## config.mk

```make
export PLATFORM = sky130hd
export DESIGN_NAME = inst_fetch_queue
export DESIGN_NICKNAME = d
export VERILOG_FILES = /design/src/rtl/inst_fetch_queue_pkg.sv /design/src/rtl/inst_fetch_queue_fq_mem.sv /design/src/rtl/inst_fetch_queue.sv
export SDC_FILE = /design/constraint.sdc
export NUM_CORES = 1
export LEC_CHECK = 0
export CORE_UTILIZATION = 49
export DETAILED_ROUTE_END_ITERATION = 7
export GPL_ROUTABILITY_DRIVEN = 1
export GPL_TIMING_DRIVEN = 0
export PLACE_DENSITY = 0.75
export RECOVER_POWER = 100
export SYNTH_ARGS = -nofsm -noshare
export SYNTH_HDL_FRONTEND = slang
export SYNTH_SLANG_ARGS = --single-unit
```

## constraint.sdc

```tcl
create_clock -name Clk -period 3.15 [get_ports Clk]
set_clock_uncertainty 0.2 [all_clocks]
set_input_delay 0.63 -clock Clk [delete_from_list [all_inputs] [get_ports Clk]]
set_output_delay 0.63 -clock Clk [all_outputs]
set_load 0.01 [all_outputs]
```

## src/rtl/inst_fetch_queue_pkg.sv

```systemverilog
// Shared widths, defaults and the stored entry type for the fetch-side instruction queue.
package inst_fetch_queue_pkg;

  localparam int FETCH_Q_DEPTH = 4;
  localparam int FETCH_Q_AW    = 2;
  localparam int INST_ADDR_W   = 32;
  localparam int INST_W        = 32;

  localparam logic [INST_W-1:0] ZERO_WORD = '0;

  typedef struct packed {
    logic [INST_ADDR_W-1:0] pc;
    logic [INST_W-1:0]      inst;
  } fetch_entry_t;

endpackage

```

## src/rtl/inst_fetch_queue_fq_mem.sv

```systemverilog
// Queue storage: DEPTH x 64-bit register array, one synchronous write port, one async read port.
module fq_mem
  import inst_fetch_queue_pkg::*;
#(
  parameter int DEPTH = FETCH_Q_DEPTH,
  parameter int AW    = FETCH_Q_AW
) (
  input  logic         Clk,
  input  logic         we,
  input  logic [AW-1:0] waddr,
  input  fetch_entry_t wdata,
  input  logic [AW-1:0] raddr,
  output fetch_entry_t rdata
);

  fetch_entry_t mem [DEPTH];

  // NOTE: storage has no reset; occupancy in the control logic decides what is valid.
  always_ff @(posedge Clk) begin
    if (we) mem[waddr] <= wdata;
  end

  assign rdata = mem[raddr];

endmodule

```

## src/rtl/inst_fetch_queue.sv

```systemverilog
// Instruction queue between the PC/ROM fetch stage and ID: buffers {pc, inst} pairs, valid/ready toward ID.
module inst_fetch_queue
  import inst_fetch_queue_pkg::*;
#(
  parameter int DEPTH = FETCH_Q_DEPTH,
  parameter int AW    = FETCH_Q_AW
) (
  input  logic                   Clk,
  input  logic                   Rst,
  input  logic                   ce_i,
  input  logic [INST_ADDR_W-1:0] pc_i,
  input  logic [INST_W-1:0]      inst_i,
  input  logic                   flush_i,
  output logic                   stall_req_o,
  output logic                   id_valid_o,
  output logic [INST_ADDR_W-1:0] id_pc_o,
  output logic [INST_W-1:0]      id_inst_o,
  input  logic                   id_ready_i,
  output logic [AW:0]            count_o
);

  localparam logic [AW:0]   FULL_CNT = (AW+1)'(DEPTH);
  localparam logic [AW:0]   CNT_ONE  = (AW+1)'(1);
  localparam logic [AW-1:0] PTR_ONE  = AW'(1);

  logic [AW:0]   count_q;
  logic [AW-1:0] wr_ptr_q;
  logic [AW-1:0] rd_ptr_q;
  logic          full;
  logic          push;
  logic          pop;
  fetch_entry_t  wr_entry;
  fetch_entry_t  head;

  // Full comes from the count register only, so stall never depends combinationally on ce_i/id_ready_i.
  assign full  = (count_q == FULL_CNT);
  assign push  = ce_i & ~full & ~flush_i;
  assign pop   = id_valid_o & id_ready_i & ~flush_i;

  assign wr_entry = '{pc: pc_i, inst: inst_i};

  fq_mem #(
    .DEPTH (DEPTH),
    .AW    (AW)
  ) u_mem (
    .Clk   (Clk),
    .we    (push),
    .waddr (wr_ptr_q),
    .wdata (wr_entry),
    .raddr (rd_ptr_q),
    .rdata (head)
  );

  // NOTE: sequential state uses non-blocking assignments so every register sees pre-edge values.
  always_ff @(posedge Clk) begin
    if (Rst || flush_i) begin
      count_q  <= '0;
      wr_ptr_q <= '0;
      rd_ptr_q <= '0;
    end else begin
      if (push) wr_ptr_q <= wr_ptr_q + PTR_ONE;
      if (pop)  rd_ptr_q <= rd_ptr_q + PTR_ONE;
      unique case ({push, pop})
        2'b10:   count_q <= count_q + CNT_ONE;
        2'b01:   count_q <= count_q - CNT_ONE;
        default: count_q <= count_q;
      endcase
    end
  end

  assign stall_req_o = full;
  assign id_valid_o  = (count_q != '0);
  assign id_pc_o     = id_valid_o ? head.pc   : ZERO_WORD;
  assign id_inst_o   = id_valid_o ? head.inst : ZERO_WORD;
  assign count_o     = count_q;

endmodule

```

* Word level (Yosys, flattened, before mapping)
Memories as Yosys holds them, arrays and structs flattened. A register that Yosys moved wholly into a read port is not among the register bits.
Index checks and enable logic that the tools add are counted.
** Word-level totals
- Latch bits :: 0
- Register bits after elaboration :: 7
- Output and inout port bits :: 69
- Bits in read-only memories :: 0
- Logic and storage cells :: 27
- Bits of input ports :: 69
- Memories :: 1
- RAM bits :: 256
** Memory list
- u_mem.mem :: depth 4, width 64, rd ports 1, clocked after Yosys merged registers in 1, write ports 1, line inst_fetch_queue_fq_mem.sv:16 : fetch_entry_t mem [DEPTH];
** Operators by class
- Muxes and demuxes :: 7
- Bitwise gates (word level) :: 6
- Shift-type cells :: 0
- Magnitude comparators :: 0
- Multiply operators :: 0
- Reductions and logical operators :: 3
- Div/mod/pow operators :: 0
- Add/subtract/negate cells :: 4
- Eq/ne operators :: 3
** Operators with widths (number)
- 32-bit two-way mux :: 2
- 3-bit case mux with 2 select lines :: 1
- 2-bit by 1-bit adder with 2-bit output, second input constant :: 2
- 1-bit bitwise AND :: 4
- 2-bit two-way mux :: 2
- 3-bit by 1-bit adder with 3-bit output, second input constant :: 1
- 3-bit equality test, second input constant :: 1
- 3-bit nonzero test :: 1
- 3-bit by 1-bit subtractor with 3-bit output, second input constant :: 1
- 2-bit by 1-bit equality test with 1-bit output, second input constant :: 1
- 2-bit equality test, second input constant :: 1
- 1-bit two-way mux :: 2
- 1-bit NOT :: 2
- 2-bit nonzero test :: 1
- 1-bit logical OR :: 1

* Logic depth before layout (Yosys ltp)
Gate-level depths: netlist of run 1.
- Word-level depth :: 6
- Mapped depth :: 10
- Mapped depth without buffers :: 10

* Modules after synthesis
From an unflattened synthesis of run 1, not the netlist that was laid out.
** Unflattened totals
- Cell total of the unflattened synthesis :: 452
- Area total of the unflattened synthesis :: 10174.8 sq um
** By module, submodules not included
- fq_mem :: cells an instance 338, instances 1, area each 9341.5 sq um, sequential area each 7687.4 sq um
- inst_fetch_queue :: cells an instance 114, instances 1, area each 833.3 sq um, sequential area each 140.1 sq um

* Worst setup path before layout of run 1
No wires, ideal clock.
- Path kind :: input to register
- From :: input port ce_i
- To :: memory u_mem.mem[2][0] in the netlist's numbering, enable pin
- Setup time :: 429 ps
- Setup slack :: -16 ps
- Stages on the path :: 3
- Path buffers :: 0
- Data arrival time :: 2537 ps
- Data required time :: 2521 ps
- Cells stage by stage :: inv_1 -> nor3_1 -> and2_1
** Between the ends
- Word-level cells in the longest chain between the ends :: 4
** RTL lines
- start: declaration :: line inst_fetch_queue.sv:10 : input logic ce_i,
- 1-bit bitwise AND (2 in a row) :: line inst_fetch_queue.sv:37 : assign push = ce_i & ~full & ~flush_i;
- 1-bit two-way mux :: line inst_fetch_queue_fq_mem.sv:20 : if (we) mem[waddr] <= wdata;
- 1-bit two-way mux (not written as such) :: line inst_fetch_queue_fq_mem.sv:20
- end: declaration :: line inst_fetch_queue_fq_mem.sv:16
Every way passes these cells.

* Worst setup path in the final report of run 1
- From :: register count_q[0], in the netlist count_o[0]
- To :: output port id_inst_o[17]
** Between the ends
- Word-level cells in the longest chain between the ends :: 2
** RTL lines
- start: declaration :: line inst_fetch_queue.sv:26 : logic [AW:0] count_q;
- start signal: assignment :: line inst_fetch_queue.sv:64 : 2'b10: count_q <= count_q + CNT_ONE;
- start signal: assignment :: line inst_fetch_queue.sv:65 : 2'b01: count_q <= count_q - CNT_ONE;
- start signal: assignment :: line inst_fetch_queue.sv:66 : default: count_q <= count_q;
- 3-bit nonzero test :: line inst_fetch_queue.sv:72 : assign id_valid_o = (count_q != '0);
- 32-bit two-way mux :: line inst_fetch_queue.sv:74 : assign id_inst_o = id_valid_o ? head.inst : ZERO_WORD;
- end: declaration :: line inst_fetch_queue.sv:17 : output logic [INST_W-1:0] id_inst_o,
Every way passes these cells.

==> results of run 1 <==
metrics by stage:
step | TNS (ns) | instances | util, %
after detailed placement | -0.924 | 871 | 59.1
after global placement | -129.93 | 867 | 58.6
after CTS | 0 | 918 | 63.0
after floorplan | 0 | 460 | -
final | 0 | 920 | 62.9
after global routing | 0 | 920 | 62.9
power groups by stage:
stage | Sequential [mW] | Combinational [mW] | Clock, mW
after floorplan | 4.01 | 0.130 | 0
after global placement | 4.01 | 0.325 | 0
after detailed placement | 4.01 | 0.346 | 0
after CTS | 3.94 | 0.334 | 2.98
after global routing | 3.94 | 0.333 | 3.11
final | 3.94 | 0.307 | 2.91
kinds of logic (layout without fill, tap and decap cells):
kind of cell	after synthesis	after routing	share of synthesized area [%]
mux	64	64	14.3
flops	265	265	77.0
fa+ha+maj	6	6	0.808
xor+xnor	4	4	0.343
simple gates	82	82	4.86
buf+inv	30	218	2.22
other cells	0	2	0
compound gates	9	9	0.502
cell usage in the layout (no fill, tap or decap), drive strengths merged, types with 4 or more instances in the layout:
cell type    instances
edfxtp             256
dfxtp                9
dlygate4sd2         60
xor2                 4
clkinv              14
nor2                 7
and2                68
clkbuf              39
inv                  8
a21oi                4
dlygate4sd3         70
ha                   5
buf                 19
mux4                64
worst max-delay path, cell delays in order (launching register included):
cell and delay (ns):
dfxtp_1 0.39, or3_1 0.39, clkbuf_4 0.23, clkbuf_2 0.21, and2_0 0.17, dlygate4sd2_1 0.29
worst max-delay path by stage:
stage / start / end / slack [ns] / depth (start not counted)
after floorplan: count_o[2] / count_o[2] / 0.56 / 10
after global placement: ce_i / u_mem.mem[2][6] / -0.52 / 4
after detailed placement: count_o[0] / id_inst_o[4] / -0.07 / 5
after CTS: flop / id_inst_o[31] / 0.01 / 4
after global routing: count_o[0] / id_inst_o[4] / 0.01 / 5
final: count_o[0] / id_inst_o[17] / 0.12 / 5
area by class of cell:
type	instances	area, um^2
tap	270	338
buffer	22	236
clock buffer	30	666
timing repair buffer	141	1380
fill	1411	7560
inverter	8	30.0
clock inverter	17	151
multi-input combinational	165	2120
antenna	2	5.00
sequential	265	7870
flip-flops by register name, indices dropped and copies added, names as in the netlist, named ones only:
signal / cells
rd_ptr_q: 2
u_mem.mem: 256
count_o: 3
wr_ptr_q: 2
per-layer routing:
| metal | up-vias | routed length (um) | global-route usage [%] |
|---|---|---|---|
| met1 | 2516 | 7760 | 23.1 |
| li1 | 2199 | - | - |
| met2 | 154 | 9260 | 30.0 |
| met4 | 2 | 331 | 5.16 |
| met3 | 33 | 830 | 2.94 |
| met5 | - | 10 | 0 |
what timing repair did:
action / 4_1_cts / 5_1_grt
buffers inserted: 0 / 0
endpoints found under the setup margin: 64 / 5
resized for setup: 81 / 6
cloned: 0 / 0
hold endpoints to repair: 0 / 0
==> metrics.md, run 1 <==
| Metric | Value |
|---|---|
| Unrepaired setup endpoints after global routing | no |
| Grt ovf | 0 |
| Top Ports | 138 |
| Post-synthesis cell count | 460 |
| Max H-tree Level | 1 |
| Clk root buf | clkbuf_16 |
| CP startpoint kind | flop |
| Clk slew on worst S/H paths | 0.06 ns |
| Worst hold path cell count | 2 |
| Routed via count | 4904 |
| FF-to-FF End | u_mem.mem[1][6] |
| CTS Sinks | 265 |
| Hold Slack | 0.321 ns |
| Clock power share | 40.7% |
| Hold wc startpoint | wr_ptr_q[1] |
| Starting Density | 50.2% |
| Net Sw Power | 1.39 mW |
| Max Slew Vio Count | 0 |
| Min cycle time layout | 3.03 ns |
| GRT Resource Usage Total | 17.5% |
| Post-DP HPWL | 11.1 mm |
| Max Clk Rate | 0.330 GHz |
| Max clock buf depth | 3 |
| WL per Instance | 19.8 um |
| Area after DPL | 12000 um^2 |
| Final setup margin | 0.122 ns |
| Hold bufs inserted after CTS | 0 |
| Vias in the first global route | 5341 |
| DRT iter0 DRCs | 243 |
| Mapped cell area | 10200 um^2 |
| Core box area | 20400 um^2 |
| Routability cong. | 0.724 |
| Crit end category | output pin |
| Most common cell in the netlist | edfxtp_1 |
| Crit path DAT | 2.20 ns |
| Endpoints failing setup | 0 |
| Synth warnings | 0 |
| Area grow syn2layout | 25.3% |
| Die ar. | 21400 um^2 |
| Final Net Count | 704 |
| Pre-CTS setup slack | -0.0674 ns |
| TritonCTS clock tree | built |
| Worst-path fanout max | 10 |
| Clock Latency Late Sink | 0.51 ns |
| #FFs+latches synth | 265 |
| Syn_nets | 535 |
| Total CTS buffers | 26 |
| Crit Path Class | flop to output pin |
| PortBufs | 137 |
| Sequential share of power | 55.0% |
| Slew @ Worst Pin | 0.769 ns |
| Worst reg2reg startpoint | count_o[0] |
| Area contributors post-synth | edfxtp_1 (75%), mux4_2 (13%), and2_1 (4.0%) |
| Top_reg_cell synth | edfxtp_1 |
| Post-synth EDFFs | 256 |
| Rel. slew slack | 48.8% |
| Largest net degree at the start of global routing | 41 |
| Layout cells sized above 1 | 19.8% |
| Required time of the critical path | 2.32 ns |
| Post-synth top cells | edfxtp_1 (256), and2_1 (66), mux4_2 (60), dfxtp_1 (9) |
| Die Wd | 146 um |
| Fin area | 12800 um^2 |
| Pre-antenna DRT Iters | 4 |
| # rows | 52 |
| Sw Share | 19.4% |
| First-pass GRT wire length | 28.5 mm |
| Crit share post-route | 96.1% |
| Cell area power density | 559 nW/um^2 |
| Leakage | 4.44 nW |
| DRC Markers | 0 |
| Total power draw | 7.15 mW |
| Worst hold endpoint | wr_ptr_q[1] |
| Internal power of the cells | 5.77 mW |
| Synth unique cells | 25 |
| Sequential area share after synthesis | 77.0% |
| Outcome | complete, no violations |
| Final Hold Fails | 0 |
| Comb pwr share | 4.3% |
| Share of the synthesized area in the top cell type | 75.2% |
| Number of max-cap violations | 0 |
| Peak VDD IR | 0.406 mV |
| Initial antenna violation count | 3 |
| WL final | 18.2 mm |
| Reg2reg path depth | 5 |
| Post-route ant nets | 0 |
| Worst min path class | flop to flop |
| Via density per instance | 5.33 |
| Async S/R FF share, synth | 0% |
| Worst R2R Setup Slack | 0.23 ns |
| Syn Area/Cell | 22.2 um^2 |
| Synth area leader | edfxtp_1 |
| Die Y | 146 um |
(Power assumes the default switching activity.)
==> inputs of run 2 (changes only) <==
--- a/config.mk
+++ b/config.mk
@@ -5,6 +5,7 @@
 export SDC_FILE = /design/constraint.sdc
 export NUM_CORES = 1
 export LEC_CHECK = 0
+export ABC_AREA = 0
 export CORE_UTILIZATION = 49
 export DETAILED_ROUTE_END_ITERATION = 7
 export GPL_ROUTABILITY_DRIVEN = 1
==> results of run 2 <==
The final DEF is identical to that of run 1; final timing and power are the same.
